### config.mk
export PLATFORM = sky130hd
export DESIGN_NAME = div_seq_flat
export DESIGN_NICKNAME = d
export VERILOG_FILES = /design/src/rtl/div_pkg.sv /design/src/rtl/div_if.sv /design/src/rtl/div_step.sv /design/src/rtl/div_seq.sv /design/src/flat_wrapper.sv
export SDC_FILE = /design/constraint.sdc
export NUM_CORES = 1
export LEC_CHECK = 0
export ABC_AREA = 1
export CORE_ASPECT_RATIO = 1.2
export CORE_MARGIN = 3
export CORE_UTILIZATION = 30
export DETAILED_ROUTE_END_ITERATION = 10
export GPL_TIMING_DRIVEN = 0
export PLACE_DENSITY_LB_ADDON = 0.08
export SYNTH_ARGS = -nofsm -noshare
export SYNTH_HDL_FRONTEND = slang
export SYNTH_SLANG_ARGS = --single-unit
### constraint.sdc
create_clock -name clk -period 2.3 [get_ports clk]
set_input_delay 0.46 -clock clk [delete_from_list [all_inputs] [get_ports clk]]
set_output_delay 0.46 -clock clk [all_outputs]
set_load 0.005 [all_outputs]
### src/rtl/div_pkg.sv
// Shared types and constants for the sequential restoring divider.
package div_pkg;

    localparam int DIV_WIDTH_DEFAULT = 32;

    localparam logic [1:0] S_IDLE = 2'd0;
    localparam logic [1:0] S_CALC = 2'd1;
    localparam logic [1:0] S_FIX  = 2'd2;
    localparam logic [1:0] S_DONE = 2'd3;

    typedef enum logic [1:0] {
        ST_IDLE = S_IDLE,
        ST_CALC = S_CALC,
        ST_FIX  = S_FIX,
        ST_DONE = S_DONE
    } state_t;

    localparam logic [DIV_WIDTH_DEFAULT-1:0] DIV_ZERO_QUOT = '1;

endpackage

### src/rtl/div_if.sv
// Start/busy/done handshake and HI/LO result bus of the divider.
// is_unsigned exists only when DIV_UNSIGNED_EN is defined.
interface div_if
    import div_pkg::*;
#(
    parameter int WIDTH = DIV_WIDTH_DEFAULT
);

    logic             start;
    logic [WIDTH-1:0] dividend;
    logic [WIDTH-1:0] divisor;
`ifdef DIV_UNSIGNED_EN
    logic             is_unsigned;
`endif
    logic             busy;
    logic             done;
    logic             div_zero;
    logic [WIDTH-1:0] LO;
    logic [WIDTH-1:0] HI;

`ifdef DIV_UNSIGNED_EN
    modport master (
        output start, dividend, divisor, is_unsigned,
        input  busy, done, div_zero, LO, HI
    );
    modport slave (
        input  start, dividend, divisor, is_unsigned,
        output busy, done, div_zero, LO, HI
    );
`else
    modport master (
        output start, dividend, divisor,
        input  busy, done, div_zero, LO, HI
    );
    modport slave (
        input  start, dividend, divisor,
        output busy, done, div_zero, LO, HI
    );
`endif

endinterface

### src/rtl/div_step.sv
// One combinational restoring-division iteration on unsigned magnitudes.
module div_step #(
    parameter int WIDTH = 32
) (
    input  logic [WIDTH-1:0] r,
    input  logic [WIDTH-1:0] q,
    input  logic [WIDTH-1:0] m,
    output logic [WIDTH-1:0] r_next,
    output logic [WIDTH-1:0] q_next
);

    logic [WIDTH:0]   r_sh;
    logic [WIDTH-1:0] diff;
    logic             ge;

    // The shifted remainder needs WIDTH+1 bits; when it is >= M the
    // difference is < M, so its low WIDTH bits are the whole result.
    always_comb begin
        r_sh   = {r, q[WIDTH-1]};
        ge     = r_sh >= {1'b0, m};
        diff   = r_sh[WIDTH-1:0] - m;
        r_next = ge ? diff : r_sh[WIDTH-1:0];
        q_next = {q[WIDTH-2:0], ge};
    end

endmodule

### src/rtl/div_seq.sv
// Multi-cycle signed restoring divider: quotient to LO, remainder to HI.
// Define DIV_UNSIGNED_EN to add the is_unsigned (DIVU) option.
module div_seq
    import div_pkg::*;
#(
    parameter int WIDTH = DIV_WIDTH_DEFAULT
) (
    input logic  clk,
    input logic  reset,
    div_if.slave bus
);

    localparam int CW = $clog2(WIDTH + 1);

    state_t           state;
    state_t           state_next;
    logic [WIDTH-1:0] q;
    logic [WIDTH-1:0] r;
    logic [WIDTH-1:0] m;
    logic [CW-1:0]    cnt;
    logic             neg_q;
    logic             neg_r;
    logic [WIDTH-1:0] r_step;
    logic [WIDTH-1:0] q_step;
    logic             uns;
    logic             a_neg;
    logic             b_neg;
    logic             zero;
    logic [WIDTH-1:0] a_mag;
    logic [WIDTH-1:0] b_mag;

`ifdef DIV_UNSIGNED_EN
    assign uns = bus.is_unsigned;
`else
    assign uns = 1'b0;
`endif

    // Magnitudes are held unsigned, so -2^(WIDTH-1) maps exactly to 2^(WIDTH-1).
    assign a_neg = !uns && bus.dividend[WIDTH-1];
    assign b_neg = !uns && bus.divisor[WIDTH-1];
    assign a_mag = a_neg ? -bus.dividend : bus.dividend;
    assign b_mag = b_neg ? -bus.divisor : bus.divisor;
    assign zero  = bus.divisor == '0;

    div_step #(
        .WIDTH(WIDTH)
    ) u_step (
        .r      (r),
        .q      (q),
        .m      (m),
        .r_next (r_step),
        .q_next (q_step)
    );

    always_ff @(posedge clk) begin
        if (reset) begin
            state <= ST_IDLE;
        end else begin
            state <= state_next;
        end
    end

    always_comb begin
        state_next = state;
        unique case (state)
            ST_IDLE: begin
                if (bus.start) begin
                    state_next = zero ? ST_DONE : ST_CALC;
                end
            end
            ST_CALC: begin
                if (cnt == CW'(1)) begin
                    state_next = ST_FIX;
                end
            end
            ST_FIX:  state_next = ST_DONE;
            ST_DONE: state_next = ST_IDLE;
            default: state_next = ST_IDLE;
        endcase
    end

    assign bus.busy = (state == ST_CALC) || (state == ST_FIX);
    assign bus.done = state == ST_DONE;

    always_ff @(posedge clk) begin
        if (reset) begin
            q            <= '0;
            r            <= '0;
            m            <= '0;
            cnt          <= '0;
            neg_q        <= 1'b0;
            neg_r        <= 1'b0;
            bus.div_zero <= 1'b0;
            bus.LO       <= '0;
            bus.HI       <= '0;
        end else begin
            unique case (state)
                ST_IDLE: begin
                    if (bus.start) begin
                        q            <= a_mag;
                        m            <= b_mag;
                        r            <= '0;
                        cnt          <= CW'(WIDTH);
                        neg_q        <= a_neg ^ b_neg;
                        neg_r        <= a_neg;
                        bus.div_zero <= zero;
                        if (zero) begin
                            bus.LO <= {WIDTH{DIV_ZERO_QUOT[0]}};
                            bus.HI <= bus.dividend;
                        end
                    end
                end
                ST_CALC: begin
                    r   <= r_step;
                    q   <= q_step;
                    cnt <= cnt - CW'(1);
                end
                ST_FIX: begin
                    bus.LO <= neg_q ? -q : q;
                    bus.HI <= neg_r ? -r : r;
                end
                default: ;
            endcase
        end
    end

endmodule

### src/flat_wrapper.sv
// flat-port wrapper written by rule: the top's interface ports become plain ports
module div_seq_flat import div_pkg::*;
#(
    parameter int WIDTH = DIV_WIDTH_DEFAULT
)
  (clk, reset, bus_start, bus_dividend, bus_divisor, bus_busy, bus_done, bus_div_zero, bus_LO, bus_HI);
  div_if #(.WIDTH(WIDTH)) bus_i ();
  input logic clk;
  input logic reset;
  input wire logic [$bits(bus_i.start)-1:0] bus_start;
  input wire logic [$bits(bus_i.dividend)-1:0] bus_dividend;
  input wire logic [$bits(bus_i.divisor)-1:0] bus_divisor;
  output wire logic [$bits(bus_i.busy)-1:0] bus_busy;
  output wire logic [$bits(bus_i.done)-1:0] bus_done;
  output wire logic [$bits(bus_i.div_zero)-1:0] bus_div_zero;
  output wire logic [$bits(bus_i.LO)-1:0] bus_LO;
  output wire logic [$bits(bus_i.HI)-1:0] bus_HI;
  assign bus_i.start = bus_start;
  assign bus_i.dividend = bus_dividend;
  assign bus_i.divisor = bus_divisor;
  assign bus_busy = bus_i.busy;
  assign bus_done = bus_i.done;
  assign bus_div_zero = bus_i.div_zero;
  assign bus_LO = bus_i.LO;
  assign bus_HI = bus_i.HI;
  div_seq #(.WIDTH(WIDTH)) u_core (.clk(clk), .reset(reset), .bus(bus_i));
endmodule
==> impl_metrics.json, run 1 <==
{
  "routed_wl_um": 58800,
  "numPortBuffers": 131,
  "yosys.area.top_type": "dfxtp_1",
  "worstPathRequired_ns": 2.62,
  "yosysUniqueCellTypes": 45,
  "drc": 0,
  "skew_ns": 0.0171,
  "synth_top_family_by_area": "simple AND/OR/NAND/NOR gates",
  "synthAdderAreaFrac_pct": 4.17,
  "setup_viol": 15,
  "clock_sinks": 171,
  "synth_area_leaders": "dfxtp_1, nand2_1, inv_1, a21oi_1, nor2_1",
  "cp_max_fo": 5,
  "power.ir.vdd_worst_mv": 0.599,
  "endpoint": "u_core.r[4]",
  "holdBufCountCts": 0,
  "grt_pass1_vias": 14600,
  "syn2layout_area_growth_pct": 32.1,
  "cp-end-kind": "register",
  "synth_compound_area_share_pct": 18.2,
  "synth_mux_area_share_pct": 0,
  "synth_most_common_cell": "nand2_1",
  "fin_crit_sh_pct": 102,
  "totalPowerFinal_mw": 14.8,
  "cts_buffer_depth": 2,
  "cts.clk_slew.worst_paths_ns": 0.07,
  "synth_xor_area_share_pct": 3.75,
  "reg2reg_to": "u_core.r[4]",
  "synthSimpleGateAreaFrac_pct": 35.8,
  "min_period_ns": 2.35,
  "rsz0062_at_grt": "true",
  "antenna_cells": 0,
  "worst_pin_slew_ns": 1.01,
  "maxCapViolations": 0,
  "slew_viol_final": 0,
  "violations": "setup timing",
  "initial_core_util_pct": 30.5,
  "ys_ff_latch": 171,
  "coreArea_mm2": 0.0429,
  "dr.pass1.iters": 5,
  "drt-initial-drc-count": 1013,
  "pin_count": 134,
  "cts_buffers": 17,
  "fin_ws_ns": -0.0472,
  "max_freq_ghz": 0.426,
  "synth_edf_count": 0,
  "place.gp.congestion": 0.929,
  "r2r_cells": 15,
  "synth_nets": 2362,
  "async_flop_share_pct": 0,
  "fin_nets": 2538,
  "dieArea_mm2": 0.0461,
  "hpwl_um": 48000,
  "dieWidth_um": 197,
  "drtAntennaViolNets": 0,
  "r2r_start": "u_core.m[1]",
  "reg2reg_slack_ns": -0.05,
  "globalRoute.totalOverflow": 0,
  "synth_common_cells": "nand2_1, inv_1, nor2_1",
  "rows": 83,
  "worstSetupStartpointType": "register",
  "wl_per_cell_um": 19.6,
  "tritoncts": "built",
  "hold_viol": 0,
  "synth_area_mm2": 0.0131,
  "leakage_nw": 7.82,
  "hold_class": "input pin to register",
  "antenna_found_initial": 0,
  "synth_ff_type": "dfxtp_1",
  "p_per_area_mw_per_mm2": 856,
  "grt_pass1_wl_um": 88200,
  "avgSynthCellArea_um2": 5.81,
  "cts_root_buf": "clkbuf_16",
  "setup.worst_path.class": "register to register",
  "synth_top_area_share_pct": 26.2,
  "max_slew_margin_pct": 32.7,
  "vias_per_cell": 4.99,
  "status": "complete, but fails checks",
  "crit_start": "u_core.m[1]",
  "die_h_um": 235,
  "ys_warn_count": 0,
  "worstPathArrival_ns": 2.66,
  "hold-worst-slack_ns": 0.404,
  "grt_max_degree": 18,
  "grt_usage_pct": 25.1,
  "htreeDepth": 4,
  "synthCells": 2252,
  "via_count": 14900,
  "drive_above_1_share_pct": 13.0,
  "synth_seq_area_share_pct": 26.2,
  "clk-insertion-delay-late_ns": 0.48
}
worst min path at each step:
stage | start | end | slack [ns] | cells after the start
4_1_cts | bus_divisor[0] | u_core.m[0] | 0.40 | 3
3_5_place_dp | u_core.q[23] | u_core.q[23] | 0.46 | 2
3_3_place_gp | u_core.q[23] | u_core.q[23] | 0.46 | 2
6_report | bus_divisor[24] | u_core.m[24] | 0.40 | 3
5_1_grt | bus_divisor[24] | u_core.m[24] | 0.43 | 3
2_1_floorplan | u_core.q[23] | u_core.q[23] | 0.45 | 2
per-layer routing:
layer	up-vias	wire [um]	part of all wire [%]	global-route usage (%)
li1	7622	-	-	-
met1	6830	23500	40	28.3
met2	374	30000	51	46.0
met3	113	1840	3.1	2.80
met4	0	3490	5.9	12.9
met5	-	0	0	0
layout by cell type, fill, tap and decap left out, types with 31 or more instances in the layout:
| cell | count |
|---|---|
| a21oi_1 | 204 |
| clkbuf_1 | 40 |
| clkdlybuf4s50_1 | 126 |
| dfxtp_1 | 153 |
| inv_1 | 300 |
| nand2_1 | 542 |
| nand3_1 | 131 |
| nand3_2 | 47 |
| nor2_1 | 245 |
| nor3_1 | 31 |
| o21ai_0 | 169 |
| xor2_1 | 38 |
state kept, by name, indices dropped and copies added (netlist names):
name / cells
u_core.bus.HI: 32
u_core.bus.LO: 32
u_core.m: 32
u_core.q: 32
u_core.r: 32
u_core.cnt: 6
u_core.state: 2
u_core.bus.div_zero: 1
u_core.neg_q: 1
u_core.neg_r: 1
cell families (layout without fill, tap and decap cells):
family / after synthesis / after routing
XOR/XNOR: 56 / 56
flip-flops: 171 / 171
buffers and inverters: 407 / 596
AO/OA/AOI/OAI: 450 / 450
AND/OR/NAND/NOR: 1125 / 1125
adder cells (fa/ha/maj): 43 / 43
through the flow:
stage | instances | worst slack, ns | utilization (%) | cell area, um2 | setup TNS (ns)
floorplan | 2252 | 0.247 | - | 13100 | 0
detailed placement | 2935 | -1.02 | 35.1 | 15100 | -105.92
finish | 2993 | -0.0472 | 40.3 | 17300 | -0.353
global placement | 2935 | -0.984 | 35.1 | 15100 | -100.37
global route | 2993 | -0.163 | 40.3 | 17300 | -3.87
CTS | 2986 | -0.104 | 38.9 | 16700 | -1.40
area by class of cell:
cell class / count / area [um2]
timing repair buffer: 159 / 1660
multi-input combinational: 1674 / 9110
inverter: 316 / 1190
tap: 552 / 691
sequential: 171 / 3450
clock buffer: 17 / 425
clock inverter: 15 / 178
buffer: 89 / 563
fill: 4696 / 25600
power by group:
| part | leakage [nW] | internal, mW | switching, mW |
|---|---|---|---|
| Combinational | 6.13 | 2.65 | 5.10 |
| Sequential | 1.40 | 3.48 | 0.447 |
| Clock | 0.287 | 1.64 | 1.46 |
| Total | 7.82 | 7.78 | 7.01 |
critical path: stages (launching register included):
cell	delay (ns)
dfxtp_2	0.36
clkinvlp_4	0.19
ha_4	0.28
buf_6	0.12
nand2_4	0.05
nor2_2	0.03
nand3_1	0.06
nor2_1	0.05
nand2_1	0.13
nand2_2	0.09
a21oi_4	0.26
buf_8	0.19
clkbuf_16	0.16
nand3_2	0.06
nand3_2	0.08
a21oi_1	0.06
what timing repair did:
item,CTS,global route
gates resized for setup,204,136
cloned,6,1
setup endpoints to repair,131,132
pin swaps,43,23
setup buffers,15,6
Note: power is estimated with default switching activity, not from simulation.
==> run 2, diff against run 1 <==
--- a/config.mk
+++ b/config.mk
@@ -11,6 +11,7 @@
 export CORE_UTILIZATION = 30
 export DETAILED_ROUTE_END_ITERATION = 10
 export GPL_TIMING_DRIVEN = 0
+export HOLD_SLACK_MARGIN = 0.06
 export PLACE_DENSITY_LB_ADDON = 0.08
 export SYNTH_ARGS = -nofsm -noshare
 export SYNTH_HDL_FRONTEND = slang
==> constraint.sdc (replaced) <==
create_clock -name clk -period 2.3 [get_ports clk]
set_input_delay 0.46 -clock clk [delete_from_list [all_inputs] [get_ports clk]]
set_output_delay 0.46 -clock clk [all_outputs]
set_load 0.1 [all_outputs]
==> impl_metrics.json, run 2 (synthesized netlist as in run 1, its figures left out) <==
{
  "globalRoute.totalOverflow": 0,
  "antenna_found_initial": 0,
  "min_period_ns": 2.41,
  "die_h_um": 235,
  "wl_per_cell_um": 19.7,
  "dr.pass1.iters": 5,
  "hpwl_um": 48000,
  "n_fill_cell": 4726,
  "setup.worst_path.class": "register to register",
  "skew_ns": 0.0165,
  "routed_wl_um": 59200,
  "drc": 0,
  "mostFrequentLayoutCell": "nand2_1",
  "cts_buffer_depth": 2,
  "syn2layout_area_growth_pct": 32.4,
  "grtUsageMet2_pct": 46.4,
  "dpl-instance-area_mm2": 0.0151,
  "gr-usage-met1_pct": 28.3,
  "power.ir.vdd_worst_mv": 0.587,
  "grt_usage_pct": 25.2,
  "reg2reg_slack_ns": -0.11,
  "htreeDepth": 4,
  "cts.clk_slew.worst_paths_ns": 0.07,
  "dieArea_mm2": 0.0461,
  "cts_buffers": 17,
  "via_count": 14900,
  "p_comb_share_pct": 56.0,
  "status": "complete, but fails checks",
  "p_int_mw": 7.67,
  "totalPowerFinal_mw": 15.9,
  "drive_above_1_share_pct": 14.0,
  "max_freq_ghz": 0.415,
  "fin_ws_ns": -0.107,
  "grt_max_degree": 18,
  "rows": 83,
  "clock_sinks": 171,
  "p_clk_share_pct": 19.4,
  "post-route-cell-area_mm2": 0.0173,
  "fin_tns_setup_ns": -1.59,
  "setup_viol": 33,
  "grt_use_met3_pct": 2.81,
  "rsz0062_at_grt": "true",
  "maxCapViolations": 0,
  "vias_per_cell": 4.98,
  "leakage_nw": 8.24,
  "slew_viol_final": 0,
  "coreArea_mm2": 0.0429,
  "grt.busiest_layer": "met2",
  "multi_input_area_mm2": 0.00916,
  "preCtsSetupSlack_ns": -1.02,
  "dieWidth_um": 197,
  "antenna_cells": 0,
  "worstPathArrival_ns": 2.73,
  "numPortBuffers": 131,
  "fin_nets": 2547,
  "worst_pin_slew_ns": 1.02,
  "hold_class": "input pin to register",
  "pin_count": 134,
  "p_per_area_mw_per_mm2": 921,
  "drtAntennaViolNets": 0,
  "drt-initial-drc-count": 990,
  "tritoncts": "built",
  "violations": "setup timing",
  "instances_no_fill": 3002,
  "p_switching_mw": 8.27,
  "worstSetupStartpointType": "register",
  "fin_crit_sh_pct": 105,
  "regArea_mm2": 0.00345,
  "cts_root_buf": "clkbuf_16",
  "clk-insertion-delay-late_ns": 0.48,
  "cp-end-kind": "register",
  "max_slew_margin_pct": 32.2,
  "holdBufCountCts": 0,
  "place.gp.congestion": 0.929,
  "switching_share_pct": 51.9,
  "hold_viol": 0,
  "placed_cells": 2935,
  "initial_core_util_pct": 30.5,
  "grt_pass1_wl_um": 88800,
  "fin_util_pct": 40.4,
  "grt_pass1_vias": 14800,
  "hold-worst-slack_ns": 0.408,
  "p_seq_share_pct": 24.6,
  "mostFrequentLayoutCells": "nand2_1, inv_1, nor2_1, a21oi_1, o21ai_0",
  "worstPathRequired_ns": 2.62,
  "cp_max_fo": 6
}
==> run 2: cell count changes in the layout (fill, tap and decap cells not counted), sizes merged <==
cell,previous run,this run
clkdlybuf4s50,126,59
dlygate4sd2,2,67
buf,52,61
clkdlybuf4s15,0,1
nand2,579,580
==> run 2: path summary, 6_finish.rpt <==
kind / from / endpoint / cells after the start
setup reg to reg: u_core.m[1] / u_core.r[2] / 17
setup / recovery: u_core.m[1] / u_core.r[2] / 17
hold reg to reg: u_core.bus.LO[12] / u_core.bus.LO[12] / 2
hold / removal: bus_divisor[24] / u_core.m[24] / 3
==> run 2: critical path: stages (launching register included) <==
cell	delay (ns)
dfxtp_2	0.36
clkinvlp_4	0.20
ha_4	0.33
buf_6	0.11
nand2_4	0.04
nor2_2	0.06
nand3_1	0.06
nor2_1	0.12
nand2_1	0.12
nand2_2	0.11
a21oi_4	0.06
buf_12	0.14
buf_6	0.13
nand2_8	0.07
buf_6	0.13
nand2_1	0.05
nand3_1	0.07
a21oi_1	0.07
==> run 2: final cells by class <==
type	count	share of cell area (%)
clock inverters	15	1.03
plain buffers	89	3.23
clock buffers	17	2.46
well taps	552	3.99
inverters	316	6.88
multi-input cells	1675	52.9
flip-flops and latches	171	19.9
repair buffers	167	9.60
==> run 2: per-layer routing <==
layer | up-vias | part of all wire [%]
met2 | 352 | 51
met5 | - | 0
li1 | 7642 | -
met3 | 107 | 2.8
met1 | 6839 | 40
met4 | 0 | 5.8
==> run 2: power groups by stage <==
stage | Clock [mW] | Sequential [mW] | Combinational (mW)
after floorplan | 0 | 4.90 | 4.40
after global placement | 0 | 3.95 | 8.09
after detailed placement | 0 | 3.95 | 8.10
after CTS | 3.16 | 3.91 | 8.70
after global routing | 3.26 | 3.98 | 9.69
final | 3.10 | 3.92 | 8.92
==> run 2: timing repair <==
item / 4_1_cts / 5_1_grt
pin swaps: 48 / 41
cloned: 7 / 0
setup buffers: 22 / 8
resized for setup: 304 / 129
setup endpoints to repair: 198 / 131
endpoints found under the hold margin: 0 / 0
